<file path="config.mk">
export PLATFORM = sky130hd
export DESIGN_NAME = sc_dmem_arbiter
export DESIGN_NICKNAME = d
export VERILOG_FILES = /design/src/rtl/sc_dmem_arbiter.sv
export SDC_FILE = /design/constraint.sdc
export NUM_CORES = 1
export LEC_CHECK = 0
export ABC_CLOCK_PERIOD_IN_PS = 7400
export BUFFER_PORTS_ARGS = -buffer_cell sky130_fd_sc_hd__buf_2
export CELL_PAD_IN_SITES_DETAIL_PLACEMENT = 1
export CELL_PAD_IN_SITES_GLOBAL_PLACEMENT = 1
export CORE_ASPECT_RATIO = 1.75
export CORE_MARGIN = 2
export CORE_UTILIZATION = 36
export CTS_CLUSTER_SIZE = 24
export DETAILED_ROUTE_END_ITERATION = 10
export GPL_TIMING_DRIVEN = 0
export HOLD_SLACK_MARGIN = 0.02
export PLACE_DENSITY_LB_ADDON = 0.1
export REMOVE_ABC_BUFFERS = 1
export SLEW_MARGIN = 25
export SYNTH_ARGS = -nofsm -noshare
export SYNTH_HDL_FRONTEND = slang
export SYNTH_SLANG_ARGS = --single-unit
</file>
<file path="constraint.sdc">
create_clock -name clock -period 7.4 [get_ports clock]
set_input_delay 0 -clock clock [delete_from_list [all_inputs] [get_ports clock]]
set_output_delay 0 -clock clock [all_outputs]
set_load 0.05 [all_outputs]
</file>
<file path="src/rtl/sc_dmem_arbiter.sv">
// sc_dmem_arbiter: shares the single-port data RAM between port A (CPU) and port B (loader/debug)
// using round-robin or A-priority arbitration, with a starvation guard for B and an I/O reject for B.
module sc_dmem_arbiter #(
  parameter bit          A_PRIORITY = 1'b0,
  parameter int          MAX_WAIT   = 8,
  parameter logic [23:0] IO_BASE    = 24'hffffff
) (
  input  logic        clock,
  input  logic        reset,
  input  logic        a_req,
  input  logic        a_we,
  input  logic [31:0] a_addr,
  input  logic [31:0] a_wdata,
  output logic        a_gnt,
  output logic        a_rvalid,
  output logic [31:0] a_rdata,
  input  logic        b_req,
  input  logic        b_we,
  input  logic [31:0] b_addr,
  input  logic [31:0] b_wdata,
  output logic        b_gnt,
  output logic        b_rvalid,
  output logic [31:0] b_rdata,
  output logic        b_err,
  output logic [4:0]  mem_addr,
  output logic [31:0] mem_wdata,
  output logic        mem_we,
  input  logic [31:0] mem_rdata,
  output logic        busy
);
  localparam logic [7:0] MW = 8'(MAX_WAIT);
  logic       last_b, sel_a, sel_b, b_io, b_issue, a_rd, b_rd;
  logic [7:0] wait_cnt;
  always_comb begin
    b_io    = b_addr[31:8] == IO_BASE;
    sel_b   = b_req & (~a_req | (wait_cnt >= MW) | (~A_PRIORITY & ~last_b));
    sel_a   = a_req & ~sel_b;
    b_issue = sel_b & ~b_io;
  end
  assign busy = a_gnt | b_gnt | a_rvalid | b_rvalid;
  always_ff @(posedge clock or posedge reset) begin
    if (reset) begin
      a_gnt     <= 1'b0;
      b_gnt     <= 1'b0;
      b_err     <= 1'b0;
      mem_we    <= 1'b0;
      mem_addr  <= '0;
      mem_wdata <= '0;
      a_rd      <= 1'b0;
      b_rd      <= 1'b0;
      a_rvalid  <= 1'b0;
      b_rvalid  <= 1'b0;
      a_rdata   <= '0;
      b_rdata   <= '0;
      last_b    <= 1'b1;
      wait_cnt  <= '0;
    end else begin
      a_gnt    <= sel_a;
      b_gnt    <= b_issue;
      b_err    <= sel_b & b_io;
      mem_we   <= sel_a ? a_we : b_issue & b_we;
      if (sel_a | b_issue) begin
        mem_addr  <= sel_a ? a_addr[6:2] : b_addr[6:2];
        mem_wdata <= sel_a ? a_wdata : b_wdata;
      end
      // read data is captured at the end of the grant cycle
      a_rd     <= sel_a & ~a_we;
      b_rd     <= b_issue & ~b_we;
      a_rvalid <= a_rd;
      b_rvalid <= b_rd;
      if (a_rd) a_rdata <= mem_rdata;
      if (b_rd) b_rdata <= mem_rdata;
      if (sel_a | sel_b) last_b <= sel_b;
      wait_cnt <= (~b_req | sel_b) ? 8'd0 : wait_cnt + {7'd0, wait_cnt != 8'hff};
    end
  end
endmodule

</file>
* Yosys cells after proc, flatten, opt, wreduce, memory -nomap -nowiden
Index checks and enable logic that the tools add are counted. W data, S select, Z words.
Word-level totals: output and inout port bits 108, input port bits 166, flip-flop bits (word level) 118, word-level logic and storage cells 44
Operators by class: add/sub/neg operators 1, mux-type cells 4, bitwise logic cells 22, equal/unequal tests 2, magnitude comparators 1
Operator list (count):
- $mux W32 | 1
- $eq A24 B24 Y1 const B | 1
- $add A8 B1 Y8 | 1
- $ge A8 B4 Y1 const B | 1
- $mux W8 | 1
- $ne A8 B8 Y1 const B | 1
- $or A1 B1 Y1 | 8
- $and A1 B1 Y1 | 7
- $not A1 Y1 | 7
- $mux W5 | 1
- $mux W1 | 1

* Logic depth before layout (Yosys ltp)
Gate-level depths: netlist of the first run.
depth in word-level cells 7, depth in mapped cells 6, mapped depth without buffers 6

* Worst setup path after synthesis of the first run
OpenSTA, ideal clock, no wires.
kind flip-flop to flip-flop, start point reg last_b, end point reg mem_wdata[1], arrival 1.663 ns, path buffers 1, library setup time 0.066 ns, slack 5.671 ns, stages on the path, launching flop included 6, period minus slack after synthesis 1.729 ns, data required time 7.334 ns, path through dfstp_2 -> nand4bb_1 -> o41a_1 -> a31oi_4 -> buf_6 -> o221a_2
On the way: word-level cells in the longest chain between the ends 6, elaborated cells between the ends (all ways) 8, those cells by class mux (1); bitwise (7)
Ends and longest elaborated chain:
- start: declaration | line 32 | logic last_b, sel_a, sel_b, b_io, b_issue, a_rd, b_rd;
- start signal: assignment | line 73 | if (sel_a | sel_b) last_b <= sel_b;
- $not A1 Y1 * | line 36 | sel_b = b_req & (~a_req | (wait_cnt >= MW) | (~A_PRIORITY & ~last_b));
- $or A1 B1 Y1 * | line 36
- $and A1 B1 Y1 * | line 36
- $not A1 Y1 | line 37 | sel_a = a_req & ~sel_b;
- $and A1 B1 Y1 | line 37
- $mux W32 / $or A1 B1 Y1 (equally long branches) | line 64, 62
- end signal: assignment | line 64 | mem_wdata <= sel_a ? a_wdata : b_wdata;
- end: declaration | line 26 | output logic [31:0] mem_wdata,
Every way passes the cells marked *; elsewhere a longest branch is shown, timed or not. A chain may end at the register's enable or synchronous reset.

* Worst setup path after layout of the first run
start point reg last_b, end point reg mem_wdata[27]
Same word-level chain as after synthesis.

==> qor.csv, run 1 <==
stage;metric;value;unit
floorplanning;I/O pins;274;
clocking;Max H-tree Level;4;
logic_synthesis;Simple-Gate Fraction of Synth Area;9.45;%
logic_synthesis;ys async rst share;100;%
floorplanning;die area;14300;um^2
routing;Total Routed Length;16.1;mm
logic_synthesis;adder-cell share of the synthesized area;0.522;%
routing;Starting DRT DRC Count;137;
logic_synthesis;Mapped Cells;322;
floorplanning;Std-Cell Rows;55;
place;Port Buffer Count;243;
logic_synthesis;Synth Register Bits;118;
grt;vias in the first global route;4792;
grt;global-route wire length before repair;25.5;mm
sta;final hold vios;0;
run_status;status;complete, no violations;
clocking;CTS Buf Count;17;
pwr;Comb power frac;28.1;%
pwr;P_int;1.50;mW
final_layout;diode count;0;
routing;detailed-route via count;4291;
worst_setup_path;Stages on worst setup path;7;
final_layout;Synth-to-Final Area Change;67.1;%
logic_synthesis;largest cells by area after synthesis;dfrtp_1 (61%), mux2_2 (13%), o221a_2 (6.8%), nand3b_1 (5.8%), mux2_1 (2.3%);
logic_synthesis;ys flop type;dfrtp_1;
worst_setup_path;critical path class;reg -> reg;
hold_path;class of the worst hold path;in -> reg;
logic_synthesis;post-synth top area share;61.1;%
clocking;worst skew pair latency;0.40;ns
floorplanning;Starting Density;37.0;%
pwr;Net Sw Frac;33.7;%
floorplanning;Core Area;12900;um^2
routing;Vias/cell;4.95;
worst_setup_path;critical path launch point type;flop;
logic_synthesis;Seq/Total Area, Yosys;61.6;%
logic_synthesis;Syn Area/Cell;14.9;um^2
sta;setup TNS;0;ns
logic_synthesis;combinational family with the most area after synthesis;multiplexers;
sta;FMAX;0.362;GHz
sta;Final min period;2.76;ns
final_layout;post-route cell area;8010;um^2
sta;final clock skew;0.00835;ns
grt;initial antenna violation count;0;
floorplanning;chip width;91.2;um
final_layout;fin nets;850;
worst_setup_path;Worst Path Required;7.68;ns
logic_synthesis;cell taking the most area after synthesis;dfrtp_1;
grt;total congestion overflow;0;
sta;Worst slew margin;46.3;%
hold_path;Hold Path Stages;4;
pwr;Static Leak;3.66;nW
worst_setup_path;WP buf/inv;3;
grt;Global Route Usage Sum;23.0;%
logic_synthesis;Yosys warning count;0;
pwr;Clk pwr share;37.4;%
pwr;switching pwr;0.762;mW
clocking;CTS Buffer Depth;2;
logic_synthesis;Synth Area in Compound Gates;10.1;%
routing;DRC;0;
logic_synthesis;count of cell types in the netlist;39;
worst_setup_path;Crit-path slowest cell;o41ai_4;
worst_setup_path;Worst path max stage delay;0.62;ns
place;Placed Area;6260;um^2
pwr;Worst VDD drop;0.000129;V
sta;Pins Over Slew Limit;0;
worst_setup_path;Arrival @ worst endpoint;3.05;ns
clocking;CTS Root Cell;clkbuf_16;
floorplanning;Die H;157;um
clocking;CTS tree;built;
worst_setup_path;delay-heaviest family, CP;buffers and inverters;
routing;drt first pass iters;4;
pwr;sequential share of power;34.5;%
final_layout;share of cells above drive strength 1;54.1;%
worst_setup_path;crit end category;flop;
clocking;Sink Count;118;
pwr;PD cells;282;nW/um^2
place;routability cong.;0.726;
sta;Slew @ Worst Pin;0.805;ns
worst_setup_path;critical path, cell by cell;nand4bb_1, o41ai_4, buf_4, buf_6, nand3b_1, o221a_2, dlygate4sd3_1;
routing;DR WL/cell;18.6;um
grt;largest net degree at the start of global routing;68;
worst_setup_path;R2R depth;7;
final_layout;post-layout util;61.9;%
place;dpl hpwl;9.99;mm
sta;WHS;0.0355;ns
sta;RSZ-0062 raised after global routing;false;
sta;fin crit share;37.3;%
routing;Antenna Nets Post-Route;0;
logic_synthesis;xor/xnor share of the synthesized area;0.366;%
worst_setup_path;crit-path max FO;12;
job;max-cap viol count;0;
logic_synthesis;mapped cell area;4790;um^2
clocking;CTS clk-pin slew, worst paths;0.06;ns
logic_synthesis;Post-synth EDFFs;0;
logic_synthesis;multiplexer share of the synthesized area;15.0;%
sta;Finish-stage setup viols;0;
## power groups by stage
stage | combinational, mW | clock (mW) | sequential [mW]
after floorplan | 0.106 | 0 | 1.08
after global placement | 0.552 | 0 | 0.786
after detailed placement | 0.572 | 0 | 0.786
after CTS | 0.631 | 0.861 | 0.778
after global routing | 0.664 | 0.893 | 0.790
final | 0.636 | 0.844 | 0.779
## sequential cells by signal, indices dropped and copies added, names as in the netlist
| signal | count |
|---|---|
| a_gnt | 1 |
| a_rd | 1 |
| a_rdata | 32 |
| a_rvalid | 1 |
| b_err | 1 |
| b_gnt | 1 |
| b_rd | 1 |
| b_rdata | 32 |
| b_rvalid | 1 |
| last_b | 1 |
| mem_addr | 5 |
| mem_wdata | 32 |
| mem_we | 1 |
| wait_cnt | 8 |
## cell families after synthesis
kind of cell / Yosys count
flops: 118
compound gates: 43
other cells: 1
xor+xnor: 2
buf+inv: 25
simple gates: 67
mux: 64
fa+ha+maj: 2
## cells in the mapped netlist (all sizes together) (2+ instances only)
library cell	number
dfrtp	117
mux2	64
nand3b	37
o221a	37
buf	13
clkbuf	10
nand4	8
nor2	7
o21ai	3
and3	2
ha	2
inv	2
nand3	2
nor4	2
or2	2
or4	2
## cell type report
type	count	area, um^2
clock buffers	20	467
inverters	2	12.5
repair buffers	361	2470
clock inverters	12	150
fillers	1352	4930
flip-flops and latches	118	2960
multi-input cells	182	1730
well taps	171	214
## repair_timing
action                                 in CTS  in global routing
gates resized for setup                     0                  0
endpoints found under the hold margin     175                  0
buffers inserted                            0                  0
hold buffers                              110                  0
setup endpoints to repair                   0                  0
## metrics by stage
step / std cells / power (mW) / worst slack, ns
after detailed placement: 723 / 1.36 / 4.67
after global placement: 716 / 1.34 / 2.97
after floorplan: 302 / 1.18 / 4.27
final: 866 / 2.26 / 4.64
after global routing: 866 / 2.35 / 4.46
after CTS: 865 / 2.27 / 4.36
## final timing paths
check | slack, ns | end | startpoint
setup / recovery | 4.64 | mem_wdata[27] | last_b
hold / removal | 0.04 | b_err | b_addr[8]
setup reg to reg | 4.64 | mem_wdata[27] | last_b
hold reg to reg | 0.48 | a_rdata[8] | a_rdata[8]
max in group asynchronous | 6.46 | a_rdata[2] | reset
min in group asynchronous | 0.25 | a_rdata[28] | reset
## per-layer routing
| layer | GRT usage, % | wire length (um) | vias up |
|---|---|---|---|
| li1 | - | - | 1942 |
| met5 | 0 | 0 | - |
| met1 | 24.1 | 5860 | 2132 |
| met4 | 7.14 | 236 | 0 |
| met3 | 7.27 | 1130 | 20 |
| met2 | 43.3 | 8850 | 197 |
## cell usage in the layout (no fill, tap or decap), types with 8 or more instances in the layout
cell type      count
nand3b_1          37
dlygate4sd3_1    110
mux2_2            54
nand4_1            8
mux2_1            10
o221a_2           29
buf_2            243
clkbuf_16         17
o221a_1            8
dfrtp_1          115
## tightest hold or removal path, delay by kind of cell
family,cells,cell delay [ns]
buffers and inverters,1,0.10
and+or+nand+nor,3,0.29
Power figures use the tool's default switching activity.
==> inputs of run 2 (changes only) <==
- ABC_CLOCK_PERIOD_IN_PS: 7400 -> 2300
- CORE_UTILIZATION: 36 -> 30
- clock period: 7.4 -> 2.3 ns (I/O delays scaled with it)
==> run 2 against run 1 <==
Non-clock buffer count grew 3. Worst hold slack gained 0.044 ns. Clock-buffer cell count shrank 2. Sequential cell count is the same. Final area grew 0.94%. Sequential share of layout area shrank 0.34 points. Critical endpoint is now mem_wdata[29].
==> qor.csv, run 2 (synthesized netlist as in run 1, its figures left out) <==
stage;metric;value;unit;change
routing;Total Routed Length;15.8;mm;-1.6%
worst_setup_path;Arrival @ worst endpoint;2.42;ns;-0.63 ns
floorplanning;chip width;99.5;um;+9.1%
sta;Worst slew margin;46.0;%;-0.37 points
sta;Final min period;2.13;ns;-0.631 ns
grt;GRT busiest layer;met2;;
final_layout;most frequent cells in the layout;buf_2 (243), dfrtp_1 (115), dlygate4sd3_1 (111);;
pwr;Net Sw Frac;34.4;%;+0.64 points
worst_setup_path;WP buf/inv;3;;unchanged
worst_setup_path;critical path class;reg -> reg;;
floorplanning;Die H;171;um;+9.3%
routing;Vias/cell;4.79;;-3.4%
worst_setup_path;critical path launch point type;flop;;
sta;Finish-stage setup viols;0;;unchanged
worst_setup_path;critical path, cell by cell;nand4bb_1, o41ai_4, buf_6, buf_4, buf_4, nand3b_1, o221a_2;;
pwr;Clk pwr share;37.7;%;+0.3 points
final_layout;share of cells above drive strength 1;54.4;%;+0.26 points
routing;detailed-route via count;4252;;-0.91%
worst_setup_path;crit end category;flop;;
worst_setup_path;most used cell along the critical path;buf_4;;
hold_path;class of the worst hold path;in -> reg;;
sta;final clock skew;0.0103;ns;+0.00194 ns
place;Port Buffer Count;243;;unchanged
sta;FMAX;0.469;GHz;+30%
floorplanning;Starting Density;30.3;%;-6.7 points
sta;WHS;0.0798;ns;+0.0442 ns
grt;global-route wire length before repair;24.7;mm;-2.9%
worst_setup_path;crit-path max FO;14;;+2
grt;largest net degree at the start of global routing;62;;-8.8%
grt;Global Route met1 Usage;20.3;%;-3.9 points
worst_setup_path;delay-heaviest family, CP;buffers and inverters;;
routing;Starting DRT DRC Count;83;;-39%
final_layout;most common cell after layout, fill and taps aside;buf_2;;
grt;vias in the first global route;4829;;+0.77%
sta;fin crit share;92.7;%;+55 points
clocking;Max H-tree Level;4;;unchanged
place;worst slack, placed;-0.515;ns;-5.19 ns
clocking;CTS Buf Count;17;;unchanged
clocking;worst skew pair latency;0.40;ns;about the same
sta;Pins Over Slew Limit;0;;unchanged
grt;grt met3 use;5.93;%;-1.3 points
pwr;Worst VDD drop;0.000422;V;+230%
final_layout;fin nets;854;;+0.47%
grt;Global Route Usage Sum;18.6;%;-4.4 points
place;routability cong.;0.740;;+1.9%
pwr;sequential share of power;34.5;%;about the same
clocking;CTS clk-pin slew, worst paths;0.06;ns;about the same
worst_setup_path;Crit-path slowest cell;dfstp_2;;
routing;DR WL/cell;17.8;um;-4.0%
sta;fin worst setup slack;0.168;ns;-4.47 ns
pwr;Comb power frac;27.7;%;-0.4 points
pwr;switching pwr;2.48;mW;+230%
grt;total congestion overflow;0;;unchanged
run_status;status;complete, no violations;;
worst_setup_path;worst reg2reg setup slack;0.17;ns;-4.47 ns
pwr;P_int;4.74;mW;+220%
final_layout;Multi-input gate area;1760;um^2;+1.6%
sta;Slew @ Worst Pin;0.811;ns;+0.00554 ns
clocking;CTS tree;built;;
final_layout;fillers;1658;;+23%
clocking;CTS Buffer Depth;2;;unchanged
final_layout;diode count;0;;unchanged
pwr;Static Leak;3.69;nW;+0.76%
final_layout;Synth-to-Final Area Change;68.6;%;
final_layout;sequential cell area;2960;um^2;unchanged
worst_setup_path;Worst Path Required;2.59;ns;-5.09 ns
sta;setup TNS;0;ns;unchanged
final_layout;Regs by FF count;a_rdata x32, b_rdata x32, mem_wdata x32;;
sta;RSZ-0062 raised after global routing;false;;
place;dpl hpwl;9.98;mm;about the same
worst_setup_path;Worst path max stage delay;0.53;ns;-0.09 ns
final_layout;post-route cell area;8080;um^2;+0.94%
pwr;PD cells;893;nW/um^2;+220%
routing;DRC;0;;unchanged
grt;M2 GR Usage;34.2;%;-9.1 points
clocking;Sink Count;118;;unchanged
clocking;CTS Root Cell;clkbuf_16;;
sta;final hold vios;0;;unchanged
routing;drt first pass iters;6;;+2
grt;initial antenna violation count;0;;unchanged
job;max-cap viol count;0;;unchanged
floorplanning;die area;17000;um^2;+19%
place;Placed Area;6280;um^2;+0.30%
routing;Antenna Nets Post-Route;0;;unchanged
floorplanning;Std-Cell Rows;61;;+11%
floorplanning;Core Area;15800;um^2;+22%
floorplanning;I/O pins;274;;unchanged
## run 2: worst paths after layout
| kind | start | to | cells after the start |
|---|---|---|---|
| min | b_addr[13] | b_err | 4 |
| max reg2reg | last_b | mem_wdata[29] | 7 |
| min in group asynchronous | reset | a_rdata[14] | 3 |
| max | last_b | mem_wdata[29] | 7 |
| max in group asynchronous | reset | mem_wdata[3] | 4 |
| min reg2reg | a_rdata[10] | a_rdata[10] | 1 |
## run 2: final cells by class
cell class | instances | share of cell area (%)
clock buffer | 18 | 5.43
clock inverter | 14 | 2.18
inverter | 2 | 0.186
multi-input combinational | 183 | 21.8
sequential | 118 | 36.6
tap | 189 | 2.93
timing repair buffer | 364 | 30.9
## run 2: timing repair
item                                   4_1_cts  5_1_grt
endpoints found under the hold margin      167        0
hold buffers                               111        0
buffers inserted                             2        1
gates resized for setup                      1        0
cloned                                       1        0
pin swaps                                    3        2
setup endpoints to repair                   37       21
## run 2: metal layers
layer,up-vias,part of all wire (%)
met1,2084,38
met3,15,7.5
li1,1951,-
met2,202,53
met4,0,1.3
met5,-,0
## run 2: metrics by stage
step | instances | power [mW] | utilization, %
CTS | 887 | 7.31 | 51.0
finish | 888 | 7.22 | 51.2
detailed placement | 741 | 4.38 | 39.7
floorplan | 302 | 3.81 | -
global route | 888 | 7.53 | 51.2
global placement | 734 | 4.32 | 38.8
## run 2: power groups by stage
| stage | registers [mW] | logic (mW) | clock network [mW] |
|---|---|---|---|
| floorplan | 3.47 | 0.341 | 0 |
| global placement | 2.53 | 1.79 | 0 |
| detailed placement | 2.53 | 1.85 | 0 |
| CTS | 2.50 | 2.01 | 2.81 |
| global route | 2.53 | 2.10 | 2.90 |
| finish | 2.49 | 2.00 | 2.72 |
## run 2: worst register-to-register path: stages, from the launching register on
cell and delay (ns):
dfstp_2 0.53, nand4bb_1 0.21, o41ai_4 0.35, buf_6 0.19, buf_4 0.20, buf_4 0.24, nand3b_1 0.13, o221a_2 0.17
==> inputs of run 3 (changes only) <==
- ABC_CLOCK_PERIOD_IN_PS: 2300 -> 1900
- clock period: 2.3 -> 1.9 ns (I/O delays scaled with it)
==> run 3 against run 2 <==
The run now ends with negative setup slack left. Combinational power grew 25%. Final area grew 2.9%. Die area is the same. Clock power grew 21%. Sequential cell count is the same. Final cell count grew 1.5%. Critical path type unchanged. Largest power group unchanged.
==> qor.csv, run 3 (synthesized netlist as in run 1, its figures left out) <==
stage;metric;value;unit;change
routing;Total Routed Length;16.8;mm;+6.2%
sta;final clock skew;0.0123;ns;+0.00203 ns
worst_setup_path;Worst Path Required;2.24;ns;-0.35 ns
job;max-cap viol count;0;;unchanged
sta;fin worst setup slack;-0.0154;ns;-0.184 ns
final_layout;post-layout util;52.6;%;+1.5 points
floorplanning;I/O pins;274;;unchanged
place;routability cong.;0.740;;unchanged
final_layout;Regs by FF count;a_rdata x32, b_rdata x32, mem_wdata x32;;
grt;largest net degree at the start of global routing;62;;unchanged
worst_setup_path;WP buf/inv;2;;-1
clocking;CTS Buf Count;17;;unchanged
sta;Worst slew margin;41.6;%;-4.4 points
routing;Starting DRT DRC Count;99;;+19%
routing;DR WL/cell;18.6;um;+4.6%
routing;DRC;0;;unchanged
final_layout;fin nets;867;;+1.5%
sta;setup TNS;-0.129;ns;-0.129 ns
grt;vias in the first global route;4877;;+0.99%
worst_setup_path;critical path, cell by cell;nand4bb_4, o41a_1, buf_6, o21ai_4, clkbuf_16, o221a_2;;
worst_setup_path;crit end category;flop;;
floorplanning;chip width;99.5;um;unchanged
floorplanning;Starting Density;30.3;%;unchanged
worst_setup_path;Crit-path slowest cell;dfstp_2;;
run_status;failing checks;negative setup slack;;
final_layout;most common cell after layout, fill and taps aside;buf_2;;
sta;final hold vios;0;;unchanged
sta;FMAX;0.522;GHz;+11%
final_layout;share of cells above drive strength 1;55.3;%;+0.97 points
floorplanning;Core Area;15800;um^2;unchanged
clocking;CTS Root Cell;clkbuf_16;;
pwr;Static Leak;3.80;nW;+3.0%
routing;drt first pass iters;4;;-2
worst_setup_path;critical path class;reg -> reg;;
grt;Global Route Usage Sum;19.0;%;+0.45 points
worst_setup_path;crit-path max FO;7;;-7
worst_setup_path;critical path launch point type;flop;;
run_status;status;finished with violations;;
sta;Finish-stage setup viols;16;;+16
clocking;Sink Count;118;;unchanged
worst_setup_path;Arrival @ worst endpoint;2.25;ns;-0.17 ns
sta;fin crit share;101;%;+8.1 points
sta;Slew @ Worst Pin;0.876;ns;+0.0654 ns
pwr;Worst VDD drop;0.000511;V;+21%
routing;wl on met1;6.38;mm;+4.8%
final_layout;fillers;1641;;-1.0%
floorplanning;Std-Cell Rows;61;;unchanged
clocking;Max H-tree Level;4;;unchanged
routing;DR WL met3;1.14;mm;-3.8%
clocking;worst skew pair latency;0.40;ns;about the same
worst_setup_path;delay-heaviest family, CP;compound AO/OA/AOI/OAI gates;;
routing;Antenna Nets Post-Route;0;;unchanged
hold_path;class of the worst hold path;in -> reg;;
floorplanning;Die H;171;um;unchanged
final_layout;Synth-to-Final Area Change;73.5;%;
place;Port Buffer Count;243;;unchanged
worst_setup_path;worst reg2reg setup slack;-0.02;ns;-0.18 ns
clocking;CTS Buffer Depth;2;;unchanged
clocking;CTS clk-pin slew, worst paths;0.06;ns;about the same
pwr;PD cells;1060;nW/um^2;+19%
worst_setup_path;Worst path max stage delay;0.55;ns;+0.02 ns
sta;RSZ-0062 raised after global routing;true;;
grt;initial antenna violation count;0;;unchanged
clocking;CTS tree;built;;
floorplanning;die area;17000;um^2;unchanged
routing;top routing layer used;met4;;
routing;detailed-route via count;4344;;+2.2%
sta;Final min period;1.92;ns;-0.216 ns
sta;Pins Over Slew Limit;0;;unchanged
grt;global-route wire length before repair;25.2;mm;+1.7%
place;dpl hpwl;9.98;mm;unchanged
final_layout;most frequent cells in the layout;buf_2 (244), dfrtp_1 (115), dlygate4sd3_1 (111);;
routing;WL met2;9.01;mm;+7.9%
grt;total congestion overflow;0;;unchanged
routing;Vias/cell;4.82;;+0.69%
final_layout;diode count;0;;unchanged
-- run 3: cell count changes in the layout (fill, tap and decap cells not counted) --
cell	change
buf_2	+1
buf_4	+4
buf_6	+3
buf_8	+3
clkbuf_16	+2
nand4bb_1	-1
nand4bb_4	+1
o221a_2	-6
o221a_4	+6
-- run 3: path summary, 6_finish.rpt --
check,start,end,cells after the start
min,b_addr[13],b_err,4
max in group asynchronous,reset,mem_wdata[3],4
min in group asynchronous,reset,a_rdata[14],3
max,last_b,mem_wdata[9],6
max reg2reg,last_b,mem_wdata[9],6
min reg2reg,a_rdata[10],a_rdata[10],1
-- run 3: timing repair --
item	4_1_cts	5_1_grt
hold buffers	111	0
resized for setup	5	12
setup buffers	11	1
pin swaps	3	4
hold endpoints to repair	167	0
gates cloned	3	3
setup endpoints to repair	37	38
-- run 3: final cells by class --
class	count	area (um^2)	share of cell area (%)
clock buffers	18	439	5.28
clock inverters	14	176	2.12
inverters	2	15.0	0.181
multi-input cells	183	1830	22.0
flip-flops and latches	118	2960	35.6
well taps	189	236	2.84
repair buffers	377	2660	32.0
-- run 3: worst register-to-register path, cell delays in order, from the launching register on --
cell	delay, ns
dfstp_2	0.55
nand4bb_4	0.14
o41a_1	0.42
buf_6	0.17
o21ai_4	0.14
clkbuf_16	0.23
o221a_2	0.19
-- run 3: through the flow --
step	setup WS [ns]	power, mW	std cells	hold WS [ns]	instance area (um^2)
finish	-0.0154	8.81	901	0.0743	8310
global route	-0.0716	9.19	901	0.0863	8310
CTS	-0.0398	8.89	897	0.0329	8190
detailed placement	-0.915	5.30	741	0.0685	6280
global placement	-2.70	5.23	734	0.177	6130
floorplan	-1.23	4.61	302	0.0656	4680
-- run 3: power by group --
group          internal [mW]  switching (mW)  total [mW]
Combinational          0.825            1.67        2.49
Sequential              2.84           0.177        3.02
Clock                   2.11            1.18        3.29
Total                   5.78            3.03        8.81
-- run 3: routing by layer --
layer  track usage, %  vias to the layer above
met5                0                        -
met3             5.81                       16
li1                 -                     1979
met4             6.02                        0
met2             35.4                      209
met1             20.4                     2140
